[config.mk]
export PLATFORM = sky130hd
export DESIGN_NAME = popcount32_unary_tx_flat
export DESIGN_NICKNAME = d
export VERILOG_FILES = /design/src/rtl/popcount32_unary_tx_if.sv /design/src/rtl/popcount32_unary_tx.sv /design/src/flat_wrapper.sv
export SDC_FILE = /design/constraint.sdc
export NUM_CORES = 1
export LEC_CHECK = 0
export BUFFER_PORTS_ARGS = -buffer_cell sky130_fd_sc_hd__buf_2
export CORE_MARGIN = 1
export CORE_UTILIZATION = 35
export DETAILED_ROUTE_END_ITERATION = 6
export PLACE_DENSITY = 0.62
export SYNTH_ARGS = -nofsm -noshare
export SYNTH_HDL_FRONTEND = slang
export SYNTH_SLANG_ARGS = --single-unit
export TNS_END_PERCENT = 5
[constraint.sdc]
create_clock -name clk -period 3.2 [get_ports clk]
set_clock_uncertainty 0.2 [all_clocks]
set_input_delay 0 -clock clk [delete_from_list [all_inputs] [get_ports clk]]
set_output_delay 0 -clock clk [all_outputs]
set_load 0.01 [all_outputs]
[src/rtl/popcount32_unary_tx_if.sv]
// ---------------------------------------------------------------------------
// popcount32_unary_tx_if
//   Handshake bundle for the count-to-bitstream transmitter.
//
//   Count request side (producer -> transmitter):
//     cnt_valid  request valid
//     cnt_ready  transmitter can accept a count
//     cnt_data   requested number of ones (CW bits)
//     cnt_mode   0 = thermometer, 1 = spread
//
//   Bit stream side (transmitter -> consumer):
//     bit_valid  bit_data/bit_last valid
//     bit_ready  consumer accepts the current bit
//     bit_data   current frame bit
//     bit_last   marks the final bit (index N-1) of a frame
//
//   Status:
//     sat_flag   last accepted count exceeded N and was clamped
//
//   Modports:
//     slave  : the transmitter itself
//     master : the environment (count producer + bit consumer)
// ---------------------------------------------------------------------------
interface popcount32_unary_tx_if #(
  parameter int N  = 32,
  parameter int CW = 6
);

  logic          cnt_valid;
  logic          cnt_ready;
  logic [CW-1:0] cnt_data;
  logic          cnt_mode;

  logic          bit_valid;
  logic          bit_ready;
  logic          bit_data;
  logic          bit_last;

  logic          sat_flag;

  modport slave (
    input  cnt_valid,
    output cnt_ready,
    input  cnt_data,
    input  cnt_mode,
    output bit_valid,
    input  bit_ready,
    output bit_data,
    output bit_last,
    output sat_flag
  );

  modport master (
    output cnt_valid,
    input  cnt_ready,
    output cnt_data,
    output cnt_mode,
    input  bit_valid,
    output bit_ready,
    input  bit_data,
    input  bit_last,
    input  sat_flag
  );

endinterface : popcount32_unary_tx_if

[src/rtl/popcount32_unary_tx.sv]
// ---------------------------------------------------------------------------
// popcount32_unary_tx
//   Accepts a population count over a valid/ready handshake and serially
//   emits an N-bit frame containing exactly min(count, N) ones.
//
//   Bit orders:
//     thermometer : ones occupy indices 0..c-1
//     spread      : ones evenly distributed, generated by a modulo-N
//                   accumulator (bit_i = floor((i+1)c/N) - floor(ic/N))
//
//   Ports:
//     clk   sole clock, rising edge
//     rst   asynchronous, active-high reset
//     bus   popcount32_unary_tx_if.slave (count request, bit stream, status)
//
//   All bus outputs are decoded from registered state only; neither
//   bit_ready nor cnt_valid reaches an output combinationally.
// ---------------------------------------------------------------------------
module popcount32_unary_tx #(
  parameter int N  = 32,
  parameter int CW = 6
) (
  input  logic                    clk,
  input  logic                    rst,
  popcount32_unary_tx_if.slave    bus
);

  typedef enum logic {
    IDLE = 1'b0,
    SEND = 1'b1
  } state_e;

  // N at the widths it is compared against.
  localparam logic [CW:0]   N_EXT    = (CW + 1)'(N);
  localparam logic [CW-1:0] N_CW     = CW'(N);
  localparam logic [CW-1:0] LAST_IDX = CW'(N - 1);

  state_e        state_q, state_d;
  logic [CW-1:0] i_q,     i_d;      // bit index within the frame
  logic [CW-1:0] c_q,     c_d;      // clamped count of ones
  logic [CW:0]   acc_q,   acc_d;    // spread accumulator, always < N
  logic          mode_q,  mode_d;
  logic          sat_q,   sat_d;

  logic          accept;
  logic          beat;
  logic [CW:0]   spread_sum;
  logic          spread_bit;
  logic          therm_bit;
  logic          frame_bit;

  // Handshake qualifiers. cnt_ready/bit_valid are pure state decodes.
  assign accept = (state_q == IDLE) && bus.cnt_valid;
  assign beat   = (state_q == SEND) && bus.bit_ready;

  // acc < N and c <= N, so the sum fits in CW+1 bits without overflow.
  assign spread_sum = acc_q + {1'b0, c_q};
  assign spread_bit = (spread_sum >= N_EXT);
  assign therm_bit  = (i_q < c_q);
  assign frame_bit  = mode_q ? spread_bit : therm_bit;

  // -------------------------------------------------------------------------
  // State register
  // -------------------------------------------------------------------------
  // NOTE: sequential state uses non-blocking assignments so every register
  // samples the pre-edge values, independent of statement order.
  always_ff @(posedge clk or posedge rst) begin
    if (rst) begin
      state_q <= IDLE;
      i_q     <= '0;
      c_q     <= '0;
      acc_q   <= '0;
      mode_q  <= 1'b0;
      sat_q   <= 1'b0;
    end else begin
      state_q <= state_d;
      i_q     <= i_d;
      c_q     <= c_d;
      acc_q   <= acc_d;
      mode_q  <= mode_d;
      sat_q   <= sat_d;
    end
  end

  // -------------------------------------------------------------------------
  // Next-state logic
  // -------------------------------------------------------------------------
  // NOTE: every variable gets a hold-value default before any branch, so no
  // path leaves a signal unassigned and no latch is inferred.
  always_comb begin
    state_d = state_q;
    i_d     = i_q;
    c_d     = c_q;
    acc_d   = acc_q;
    mode_d  = mode_q;
    sat_d   = sat_q;

    unique case (state_q)
      IDLE: begin
        if (accept) begin
          // Counts above N are clamped; sat_flag remembers that it happened
          // and holds until the next accept.
          if ({1'b0, bus.cnt_data} > N_EXT) begin
            c_d   = N_CW;
            sat_d = 1'b1;
          end else begin
            c_d   = bus.cnt_data;
            sat_d = 1'b0;
          end
          mode_d  = bus.cnt_mode;
          i_d     = '0;
          acc_d   = '0;
          state_d = SEND;
        end
      end

      SEND: begin
        // Without a transfer everything holds, which keeps bit_data and
        // bit_last stable under backpressure.
        if (beat) begin
          if (mode_q) begin
            acc_d = spread_bit ? (spread_sum - N_EXT) : spread_sum;
          end
          if (i_q == LAST_IDX) begin
            i_d     = '0;
            state_d = IDLE;
          end else begin
            i_d = i_q + 1'b1;
          end
        end
      end

      default: begin
        state_d = IDLE;
      end
    endcase
  end

  // -------------------------------------------------------------------------
  // Output decode (registered state only)
  // -------------------------------------------------------------------------
  assign bus.cnt_ready = (state_q == IDLE);
  assign bus.bit_valid = (state_q == SEND);
  assign bus.bit_data  = (state_q == SEND) && frame_bit;
  assign bus.bit_last  = (state_q == SEND) && (i_q == LAST_IDX);
  assign bus.sat_flag  = sat_q;

endmodule : popcount32_unary_tx

[src/flat_wrapper.sv]
// flat-port wrapper written by rule: the top's interface ports become plain ports
module popcount32_unary_tx_flat 
#(
  parameter int N  = 32,
  parameter int CW = 6
)
  (clk, rst, bus_cnt_valid, bus_cnt_ready, bus_cnt_data, bus_cnt_mode, bus_bit_valid, bus_bit_ready, bus_bit_data, bus_bit_last, bus_sat_flag);
  popcount32_unary_tx_if #(.N(N), .CW(CW)) bus_i ();
  input  logic clk;
  input  logic rst;
  input wire logic [$bits(bus_i.cnt_valid)-1:0] bus_cnt_valid;
  output wire logic [$bits(bus_i.cnt_ready)-1:0] bus_cnt_ready;
  input wire logic [$bits(bus_i.cnt_data)-1:0] bus_cnt_data;
  input wire logic [$bits(bus_i.cnt_mode)-1:0] bus_cnt_mode;
  output wire logic [$bits(bus_i.bit_valid)-1:0] bus_bit_valid;
  input wire logic [$bits(bus_i.bit_ready)-1:0] bus_bit_ready;
  output wire logic [$bits(bus_i.bit_data)-1:0] bus_bit_data;
  output wire logic [$bits(bus_i.bit_last)-1:0] bus_bit_last;
  output wire logic [$bits(bus_i.sat_flag)-1:0] bus_sat_flag;
  assign bus_i.cnt_valid = bus_cnt_valid;
  assign bus_cnt_ready = bus_i.cnt_ready;
  assign bus_i.cnt_data = bus_cnt_data;
  assign bus_i.cnt_mode = bus_cnt_mode;
  assign bus_bit_valid = bus_i.bit_valid;
  assign bus_i.bit_ready = bus_bit_ready;
  assign bus_bit_data = bus_i.bit_data;
  assign bus_bit_last = bus_i.bit_last;
  assign bus_sat_flag = bus_i.sat_flag;
  popcount32_unary_tx #(.N(N), .CW(CW)) u_core (.clk(clk), .rst(rst), .bus(bus_i));
endmodule
==> qor.yml <==
sta:
  fin_crit_sh_pct: 95.24
  max_slew_margin_pct: 42.64
  fin_ws_ps: 152.3
  finalCriticalPeriod_ps: 3048
  tightest_slew_ps: 860.4
  maxSlewViolCount: 0
  fmax_mhz: 328.1
  tns_ps: 0
  setup_viol: 0
  rsz0062_at_grt: "false"
  hold_viol: 0
routing:
  first_pass_iters: 4
  dr_wl_met2_mm: 1.604
  drtAntennaViolNets: 0
  vias_per_cell: 5.239
  route.met3.wl_um: 43
  top_layer: "met4"
  finalWirelength_mm: 3.278
  vias: 1273
  drcViolationCount: 0
  wl_per_cell_um: 13.49
  first_iter_violations: 59
  drt-met1-wl_mm: 1.599
placed_design:
  hpwl_mm: 2.306
  place.gp.congestion: 0.7747
  pre_cts_slack_ps: 220.1
  portBuffers: 15
logic_synthesis:
  synth-seq-area-share_pct: 37.26
  syn_inst: 163
  async_flop_share_pct: 100.0
  ys_types: 44
  synth_area_mm2: 0.001478
  synth.ff_latch_count: 22
  syn_nets: 188
  postSynthAreaPerCell_um2: 9.065
  synth_edf_count: 0
  ys.flop_type: "dfrtp_1"
  ys_warn_count: 0
cells_and_area:
  drive_gt1_share_pct: 16.58
  synthToLayoutAreaGrowth_pct: 23.79
  fillers: 398
  diodes: 0
  nets: 220
pwr:
  p_total_w: 0.001672
  power_density_mw_per_mm2: 914.2
  p_leak_nw: 0.8122
  vdd_ir_drop_max_v: 0.0003630
critical_path:
  r2r_slack_ps: 410
  reg2reg_to: "u_core.acc_q[5]"
  worstPathRequired_ps: 3000
  critPathCaptureType: "output pin"
  cp_max_fo: 4
  path_class: "flop to output pin"
  ff2ff_path_depth: 11
  r2r_start: "u_core.c_q[0]"
  critPathLaunchType: "flop"
  crit_arrival_ps: 2850
die:
  dieArea_mm2: 0.004486
  die_w_um: 66.98
  io_pins: 16
  core_mm2: 0.004029
  die_h_um: 66.98
  fp-row-count: 23
  start_util_pct: 36.68
clock_network:
  clockRootBuffer: "clkbuf_8"
  tritoncts: "done"
  clkTransAtPathRegs_ps: 80
  cts_buffers: 3
  cts_sinks: 22
  ctsLongestPathBuffers: 2
  h-tree-depth: 1
  clk_latency_ps: 270
run:
  drv_cap: 0
run_status:
  status: "complete, no violations"
global_route:
  antenna_found_initial: 0
  grt_max_degree: 25
  grt_pass1_wl_mm: 5.513
  grtUsageTotal_pct: 16.60
  grt_pass1_vias: 1206
  gr-total-overflow: 0
hold_path:
  hp-class: "input pin to async pin"
synthesized netlist by cell type (2+ instances only):
library cell	n	area share (%)
a211oi_1	2	1.0
a21oi_1	2	0.68
a31oi_1	2	0.85
and3_1	3	1.3
clkbuf_1	6	1.5
dfrtp_1	22	37
ha_1	13	11
inv_1	9	2.3
mux2_2	2	1.5
nand2_1	21	5.3
nand2b_1	7	3.0
nand3_1	9	3.0
nand4_1	3	1.3
nor2_1	9	2.3
nor3b_1	2	1.0
o21ai_0	12	4.1
o21ba_2	2	1.4
o221ai_1	2	1.2
o22ai_1	4	1.7
o31ai_1	5	2.5
or4_1	2	1.0
xor2_1	2	1.2
power by group:
group / internal (W) / switching, W
Combinational: 0.000483 / 0.000492
Clock: 0.0000841 / 0.0000876
Sequential: 0.000395 / 0.000131
Total: 0.000962 / 0.000710
worst max path at each step:
stage / slack, ps / cells past startpoint / startpoint / to
after floorplan: 450 / 10 / u_core.acc_q[0] / u_core.acc_q[6]
after global placement: 300 / 11 / u_core.acc_q[0] / bus_bit_data
after detailed placement: 220 / 11 / u_core.c_q[0] / bus_bit_data
after CTS: 30 / 11 / u_core.c_q[0] / bus_bit_data
after global routing: 0.6 / 12 / u_core.c_q[0] / bus_bit_data
final: 150 / 12 / u_core.c_q[0] / bus_bit_data
cell type report:
class                           instances  area (um^2)  share of cell area, %
Multi-Input combinational cell        125        887.1                  48.50
Sequential cell                        22        550.5                  30.10
Timing Repair Buffer                   33        250.2                  13.68
Tap cell                               50        62.56                  3.420
Clock buffer                            3        41.29                  2.257
Inverter                               10        37.54                  2.052
cells by family (layout without fill, tap and decap cells):
group | after synthesis | in the layout | share of synthesized area, %
AOI/OAI and AO/OA | 43 | 43 | 21.25
xor gates and xnor gates | 3 | 3 | 1.778
adders and majority gates | 14 | 14 | 12.36
buffers and inverters | 16 | 46 | 4.064
DFF | 22 | 22 | 37.26
muxes | 3 | 3 | 2.201
and+or+nand+nor | 62 | 62 | 21.08
critical path, stage by stage (launching register included):
cell and delay [ps]:
dfrtp_1 380, ha_1 210, fa_2 240, a211oi_2 80, buf_4 140, or4_1 530
o311ai_4 140, inv_2 70, ha_1 230, nand2_1 110, o221ai_1 110, o21ba_1 220
buf_2 120
per-layer routing:
| layer | GRT usage, % | up-vias |
|---|---|---|
| li1 | - | 660 |
| met1 | 21.72 | 601 |
| met2 | 27.53 | 9 |
| met3 | 2.055 | 3 |
| met4 | 6.383 | 0 |
| met5 | 0 | - |
registers in the layout (all words and copies together) (netlist names):
name                  flops
u_core.bus.bit_valid      1
u_core.bus.sat_flag       1
u_core.c_q                6
u_core.i_q                6
u_core.mode_q             1
u_core.acc_q              7
metrics by stage:
step	cells	area (um^2)	hold WS, ps	util, %
floorplan	163	1478	-210.8	-
global placement	222	1593	28.52	39.53
detailed placement	222	1593	27.68	39.53
CTS	241	1799	278.5	44.66
global route	243	1829	308.3	45.40
finish	243	1829	264.6	45.40
cell usage in the layout (no fill, tap or decap), drive strengths merged, types with 4 or more instances in the layout:
master / instances
o21ai: 13
o31ai: 5
dlygate4sd3: 16
buf: 17
nor2: 9
nand2: 21
ha: 13
dfrtp: 22
nand3: 9
inv: 10
o22ai: 4
nand2b: 7
timing repair:
| action | 4_1_cts | 5_1_grt |
|---|---|---|
| endpoints found under the setup margin | 1 | 1 |
| gates cloned | 0 | 0 |
| hold buffers | 16 | 0 |
| endpoints found under the hold margin | 37 | 0 |
| gates resized for setup | 1 | 3 |
| setup buffers | 0 | 2 |
| pin swaps | 1 | 2 |
Power figures use the tool's default switching activity.
